==> src/rtl/noc_pkg.sv <==
// Shared port enumeration, flit field helpers and XY route function
// for the parametrised five-port mesh router.
package noc_pkg;

  localparam int NPORTS      = 5;
  localparam int COORD_MAX_W = 16;

  typedef enum logic [2:0] {
    PORT_N = 3'd0,
    PORT_S = 3'd1,
    PORT_E = 3'd2,
    PORT_W = 3'd3,
    PORT_L = 3'd4
  } port_e;

  function automatic int head_pos(input int flit_w);
    return flit_w - 1;
  endfunction

  function automatic int tail_pos(input int flit_w);
    return flit_w - 2;
  endfunction

  // dest_x sits directly above dest_y in the head flit.
  function automatic int dest_x_lsb(input int y_w);
    return y_w;
  endfunction

  function automatic port_e xy_route(input logic [COORD_MAX_W-1:0] dest_x,
                                     input logic [COORD_MAX_W-1:0] dest_y,
                                     input logic [COORD_MAX_W-1:0] my_x,
                                     input logic [COORD_MAX_W-1:0] my_y);
    port_e r;
    if (dest_x > my_x)      r = PORT_E;
    else if (dest_x < my_x) r = PORT_W;
    else if (dest_y > my_y) r = PORT_N;
    else if (dest_y < my_y) r = PORT_S;
    else                    r = PORT_L;
    return r;
  endfunction

endpackage

==> src/rtl/noc_in_fifo.sv <==
// Per-input circular flit buffer with a count register. Pop is resolved
// before the full check, so a full FIFO still accepts a flit on a pop cycle.
module noc_in_fifo #(
  parameter int FLIT_W = 32,
  parameter int DEPTH  = 4
) (
  input  logic              clk,
  input  logic              rst,
  input  logic              push_i,
  input  logic              pop_i,
  input  logic [FLIT_W-1:0] flit_i,
  output logic [FLIT_W-1:0] front_o,
  output logic              empty_o,
  output logic              drop_o
);

  localparam int AW = (DEPTH > 1) ? $clog2(DEPTH) : 1;
  localparam int CW = $clog2(DEPTH + 1);

  logic [FLIT_W-1:0] mem_q [DEPTH];
  logic [AW-1:0]     rd_ptr_q, rd_ptr_d;
  logic [AW-1:0]     wr_ptr_q, wr_ptr_d;
  logic [CW-1:0]     count_q, count_d;
  logic              full;
  logic              wr_en;

  function automatic logic [AW-1:0] ptr_inc(input logic [AW-1:0] p);
    return (p == AW'(DEPTH - 1)) ? '0 : p + AW'(1);
  endfunction

  assign full    = (count_q == CW'(DEPTH));
  assign empty_o = (count_q == '0);
  assign wr_en   = push_i && (!full || pop_i);
  assign drop_o  = push_i && full && !pop_i;
  assign front_o = mem_q[rd_ptr_q];

  always_comb begin
    rd_ptr_d = rd_ptr_q;
    wr_ptr_d = wr_ptr_q;
    count_d  = count_q + CW'(wr_en) - CW'(pop_i);
    if (pop_i) rd_ptr_d = ptr_inc(rd_ptr_q);
    if (wr_en) wr_ptr_d = ptr_inc(wr_ptr_q);
  end

  always_ff @(posedge clk) begin
    if (!rst) begin
      rd_ptr_q <= '0;
      wr_ptr_q <= '0;
      count_q  <= '0;
    end else begin
      rd_ptr_q <= rd_ptr_d;
      wr_ptr_q <= wr_ptr_d;
      count_q  <= count_d;
    end
  end

  always_ff @(posedge clk) begin
    if (wr_en) mem_q[wr_ptr_q] <= flit_i;
  end

endmodule

==> src/rtl/noc_router_p.sv <==
// Five-port XY mesh router: wormhole switching with per-output round-robin
// arbitration, output locks and saturating credit counters.
module noc_router_p
  import noc_pkg::*;
#(
  parameter int FLIT_W  = 32,
  parameter int DEPTH   = 4,
  parameter int X_W     = 2,
  parameter int Y_W     = 2,
  parameter int CREDITS = DEPTH
) (
  input  logic              clk,
  input  logic              rst,
  input  logic [X_W-1:0]    my_x_i,
  input  logic [Y_W-1:0]    my_y_i,
  input  logic [FLIT_W-1:0] in_flit_i   [NPORTS],
  input  logic [NPORTS-1:0] in_valid_i,
  output logic [NPORTS-1:0] in_credit_o,
  output logic [FLIT_W-1:0] out_flit_o  [NPORTS],
  output logic [NPORTS-1:0] out_valid_o,
  input  logic [NPORTS-1:0] out_credit_i,
  output logic [NPORTS-1:0] overflow_o
);

  localparam int HEAD_BIT = head_pos(FLIT_W);
  localparam int TAIL_BIT = tail_pos(FLIT_W);
  localparam int DX_LSB   = dest_x_lsb(Y_W);
  localparam int CRED_W   = $clog2(CREDITS + 1);
  localparam logic [CRED_W-1:0] CRED_MAX = CRED_W'(CREDITS);

  logic [FLIT_W-1:0]      front_w [NPORTS];
  port_e                  req_port_w [NPORTS];
  logic [NPORTS-1:0]      empty_w, drop_w, pop_w, head_w, tail_w;
  logic [NPORTS-1:0]      xfer_w;
  logic [NPORTS-1:0][2:0] gsel_w;

  for (genvar gi = 0; gi < NPORTS; gi++) begin : g_in
    port_e route_q, route_d;
    port_e head_route;
    logic  pop;
    logic  credit_pulse_q;
    logic  ovf_q;

    noc_in_fifo #(
      .FLIT_W (FLIT_W),
      .DEPTH  (DEPTH)
    ) u_fifo (
      .clk     (clk),
      .rst     (rst),
      .push_i  (in_valid_i[gi]),
      .pop_i   (pop_w[gi]),
      .flit_i  (in_flit_i[gi]),
      .front_o (front_w[gi]),
      .empty_o (empty_w[gi]),
      .drop_o  (drop_w[gi])
    );

    assign head_w[gi] = front_w[gi][HEAD_BIT];
    assign tail_w[gi] = front_w[gi][TAIL_BIT];
    assign head_route = xy_route(COORD_MAX_W'(front_w[gi][DX_LSB +: X_W]),
                                 COORD_MAX_W'(front_w[gi][0 +: Y_W]),
                                 COORD_MAX_W'(my_x_i),
                                 COORD_MAX_W'(my_y_i));
    // Body and tail flits carry no address; they follow the latched route.
    assign req_port_w[gi] = head_w[gi] ? head_route : route_q;

    always_comb begin
      pop = 1'b0;
      for (int o = 0; o < NPORTS; o++) begin
        if (xfer_w[o] && (gsel_w[o] == 3'(gi))) pop = 1'b1;
      end
      route_d = (pop && head_w[gi]) ? head_route : route_q;
    end

    assign pop_w[gi] = pop;

    always_ff @(posedge clk) begin
      if (!rst) begin
        route_q        <= PORT_N;
        credit_pulse_q <= 1'b0;
        ovf_q          <= 1'b0;
      end else begin
        route_q        <= route_d;
        credit_pulse_q <= pop;
        ovf_q          <= ovf_q | drop_w[gi];
      end
    end

    assign in_credit_o[gi] = credit_pulse_q;
    assign overflow_o[gi]  = ovf_q;
  end

  for (genvar gi = 0; gi < NPORTS; gi++) begin : g_out
    logic [NPORTS-1:0] req;
    logic              gnt_valid;
    logic [2:0]        gnt_sel;
    logic              xfer;
    int                idx;
    logic              locked_q, locked_d;
    logic [2:0]        owner_q, owner_d;
    logic [2:0]        rr_q, rr_d;
    logic [CRED_W-1:0] credit_q, credit_d;
    logic              valid_q;
    logic [FLIT_W-1:0] flit_q, flit_d;

    always_comb begin
      req = '0;
      for (int p = 0; p < NPORTS; p++) begin
        req[p] = !empty_w[p] && (req_port_w[p] == port_e'(3'(gi)));
      end

      gnt_valid = 1'b0;
      gnt_sel   = owner_q;
      idx       = 0;
      if (locked_q) begin
        gnt_valid = req[owner_q];
      end else begin
        // Walk from farthest to nearest so the nearest head after rr_q wins.
        for (int k = NPORTS - 1; k >= 0; k--) begin
          idx = int'(rr_q) + k;
          if (idx >= NPORTS) idx = idx - NPORTS;
          if (req[idx] && head_w[idx]) begin
            gnt_valid = 1'b1;
            gnt_sel   = 3'(idx);
          end
        end
      end

      xfer     = gnt_valid && (credit_q != '0);
      locked_d = locked_q;
      owner_d  = owner_q;
      rr_d     = rr_q;
      if (xfer) begin
        if (locked_q) begin
          if (tail_w[gnt_sel]) locked_d = 1'b0;
        end else begin
          rr_d = (gnt_sel == 3'(NPORTS - 1)) ? 3'd0 : gnt_sel + 3'd1;
          if (!tail_w[gnt_sel]) begin
            locked_d = 1'b1;
            owner_d  = gnt_sel;
          end
        end
      end

      credit_d = credit_q;
      if (xfer && !out_credit_i[gi]) begin
        credit_d = credit_q - CRED_W'(1);
      end else if (!xfer && out_credit_i[gi] && (credit_q != CRED_MAX)) begin
        credit_d = credit_q + CRED_W'(1);
      end

      flit_d = xfer ? front_w[gnt_sel] : flit_q;
    end

    always_ff @(posedge clk) begin
      if (!rst) begin
        locked_q <= 1'b0;
        owner_q  <= '0;
        rr_q     <= '0;
        credit_q <= CRED_MAX;
        valid_q  <= 1'b0;
        flit_q   <= '0;
      end else begin
        locked_q <= locked_d;
        owner_q  <= owner_d;
        rr_q     <= rr_d;
        credit_q <= credit_d;
        valid_q  <= xfer;
        flit_q   <= flit_d;
      end
    end

    assign xfer_w[gi]      = xfer;
    assign gsel_w[gi]      = gnt_sel;
    assign out_valid_o[gi] = valid_q;
    assign out_flit_o[gi]  = flit_q;
  end

endmodule

==> config.mk <==
export PLATFORM = sky130hd
export DESIGN_NAME = noc_router_p
export DESIGN_NICKNAME = d
export VERILOG_FILES = /design/src/rtl/noc_pkg.sv /design/src/rtl/noc_in_fifo.sv /design/src/rtl/noc_router_p.sv
export SDC_FILE = /design/constraint.sdc
export NUM_CORES = 2
export LEC_CHECK = 0
export ABC_AREA = 1
export BUFFER_PORTS_ARGS = -buffer_cell sky130_fd_sc_hd__buf_2
export CAP_MARGIN = 20
export CORE_MARGIN = 8
export CORE_UTILIZATION = 43
export CTS_BUF_LIST = sky130_fd_sc_hd__clkbuf_8
export DETAILED_ROUTE_END_ITERATION = 10
export HOLD_SLACK_MARGIN = 0.02
export PLACE_DENSITY = 0.65
export RECOVER_POWER = 50
export SLEW_MARGIN = 20
export SYNTH_ARGS = -nofsm -noshare
export SYNTH_HDL_FRONTEND = slang
export SYNTH_HIERARCHICAL = 1
export SYNTH_SLANG_ARGS = --single-unit
==> constraint.sdc <==
create_clock -name clk -period 7.7 [get_ports clk]
set_input_delay 0.77 -clock clk [delete_from_list [all_inputs] [get_ports clk]]
set_output_delay 0.77 -clock clk [all_outputs]
set_load 0.01 [all_outputs]
==> impl_metrics.tcl <==
set metrics [dict create \
    drv_cap 3 \
    avgSynthCellArea_um2 8.72 \
    area_growth_pct 10.3 \
    cts_buffers 157 \
    synth_top_cell_area_share 0.394 \
    grt_start_max_net_pins 98 \
    fmax_mhz 138 \
    fin_tns_setup_ps 0 \
    worst_setup_path_end_kind "flip-flop" \
    ys_ff_latch 925 \
    synth_area_um2 48800 \
    syn_nets 5916 \
    ctsResizeCount 0 \
    hold_path_class "in -> reg" \
    fin_ws_ps 475 \
    synthTopCellsByCount "1101 x nand2_1, 681 x nor2_1, 640 x edfxtp_1" \
    grt_pass1_vias 39800 \
    finClkSkew_ps 57.6 \
    cts_root_buf "clkbuf_8" \
    synth_seq_area_share 0.511 \
    worstSetupPathType "reg -> reg" \
    pre_cts_slack_ps 1030 \
    synth_area_leaders "edfxtp_1 39%, dfxtp_1 12%, nand2_1 8.5%" \
    rsz0062_at_grt "false" \
    yosysWarnings 6 \
    cpMostUsedCell "nand2_1" \
    synthCells 5595 \
    grt_overflow 0 \
    num_io_pins 351 \
    finalSetupViolations 0 \
    synth-main-ff-cell "edfxtp_1" \
    coreArea_um2 112000 \
    synth-async-reset-ratio 0 \
    cts_max_level 4 \
    final_nets 6218 \
    worstMarginPinSlew_ps 2990 \
    finalCritPeriodShare 0.938 \
    layout_min_cycle_time_ps 7230 \
    start_kind "flip-flop" \
    yosys.cell_types.count 67 \
    crit_path_max_incr_delay_ps 2110 \
    initial_core_util 0.434 \
    place_hpwl_um 131000 \
    die_h_um 353 \
    yosysTopAreaCell "edfxtp_1" \
    status "finished, violations left" \
    hold_viol 0 \
    ant_nets 0 \
    slew_headroom -0.997 \
    drive_gt1_frac 0.0877 \
    arrival_ps 8010 \
    finalWirelength_um 183000 \
    finalWeightedCongestion 1.01 \
    yosysMostFrequentCell "nand2_1" \
    die_x_um 353 \
    drc 0 \
    track_usage 0.279 \
    violations "max-capacitance violations, max-slew violations" \
    crit_required_ps 8490 \
    avgViaCountPerCell 5.72 \
    die-area_um2 124000 \
    post_cts_buffers 0 \
    clkLatencyLatePin_ps 890 \
    holdBufCountCts 0 \
    num_rows 123 \
    vias 43000 \
    drtIter0Drc 5049 \
    crit_path_top_delay_cell "clkbuf_1" \
    grt_pass1_wl_um 263000 \
    cts_num_sinks 925 \
    cts_tree "yes" \
    clock_path_buffers 3 \
    wl_per_cell_um 24.3 \
    io_buffers 350 \
    finalMaxSlewViolations 168 \
    dr.pass1.iters 7 \
    clk_pin_slew_ps 60 \
    cp_max_fo 39 \
    synth_edf_count 640 \
    antenna_found_initial 16 \
]
==> final cells by class <==
type,instances,area [um^2]
Inverter,448,1740
Fill cell,10800,58700
Timing Repair Buffer,451,2090
Sequential cell,925,24900
Tap cell,1500,1880
Clock inverter,112,654
Multi-Input combinational cell,3914,20200
Antenna cell,4,10.0
Clock buffer,170,2340
==> flip-flops by register name (all words and copies together) (netlist names), named ones only <==
name / flops
g_in.credit_pulse_q: 5
g_in.ovf_q: 5
g_in.route_q: 15
g_in.u_fifo/count_q: 15
g_in.u_fifo/mem_q: 640
g_in.u_fifo/rd_ptr_q: 10
g_in.u_fifo/wr_ptr_q: 10
g_out.credit_q: 15
g_out.flit_q: 160
g_out.locked_q: 5
g_out.owner_q: 15
g_out.rr_q: 15
g_out.valid_q: 5
==> placed cells by master, fill, tap and decap left out, types with 31 or more instances in the layout <==
| cell | n |
|---|---|
| clkbuf_1 | 338 |
| nor2_2 | 35 |
| nand2_2 | 48 |
| nor2_1 | 662 |
| inv_1 | 460 |
| inv_2 | 31 |
| o22ai_1 | 186 |
| dfxtp_1 | 280 |
| clkbuf_8 | 170 |
| ha_1 | 135 |
| edfxtp_1 | 640 |
| o211ai_1 | 115 |
| o21ai_0 | 526 |
| buf_4 | 96 |
| o21ai_1 | 252 |
| a21oi_1 | 342 |
| nand3_1 | 203 |
| a31oi_1 | 40 |
| nand2_1 | 1107 |
==> stage by stage <==
step / hold slack (ps) / instance area, um^2 / utilization / cells
after detailed placement: 447 / 51300 / 0.456 / 7238
after global routing: 130 / 53800 / 0.478 / 7522
after floorplan: 422 / 48800 / - / 5595
after CTS: 38.6 / 54300 / 0.483 / 7520
after global placement: 438 / 51300 / 0.456 / 7236
final: 147 / 53800 / 0.478 / 7524
==> final timing paths <==
| kind | start | to | slack (ps) | depth (start not counted) |
|---|---|---|---|---|
| setup reg to reg | flip-flop | g_out[0].credit_q[2] | 470 | 25 |
| hold reg to reg | g_out[2].credit_q[0] | g_out[2].credit_q[0] | 460 | 1 |
| hold / removal | in_flit_i[92] | g_in[2].u_fifo/mem_q[1][28] | 150 | 1 |
| setup / recovery | flip-flop | g_out[0].credit_q[2] | 470 | 25 |
==> metal layers <==
metal,up-vias,track usage,share of wire
met5,-,0,0.00036
li1,19800,-,-
met2,2315,0.429,0.43
met3,587,0.0716,0.10
met1,20300,0.342,0.38
met4,10,0.196,0.087
==> logic make-up after synthesis <==
group,count (synthesis),synth area share
AOI/OAI and AO/OA,1532,0.173
xor gates and xnor gates,43,0.0103
adders and majority gates,145,0.0387
and+or+nand+nor,2194,0.191
buffers and inverters,756,0.0760
DFF,925,0.511
==> worst max-delay path: cells and delay by family, from the launching register on <==
| family | cells | cell delay, ps |
|---|---|---|
| buf+inv | 2 | 2250 |
| compound gates | 7 | 2150 |
| simple gates | 15 | 1580 |
| flops | 1 | 840 |
| fa+ha+maj | 1 | 310 |
Power is not shown: default switching activity piles up to over one toggle a cycle in this logic, so the estimate is an artifact.
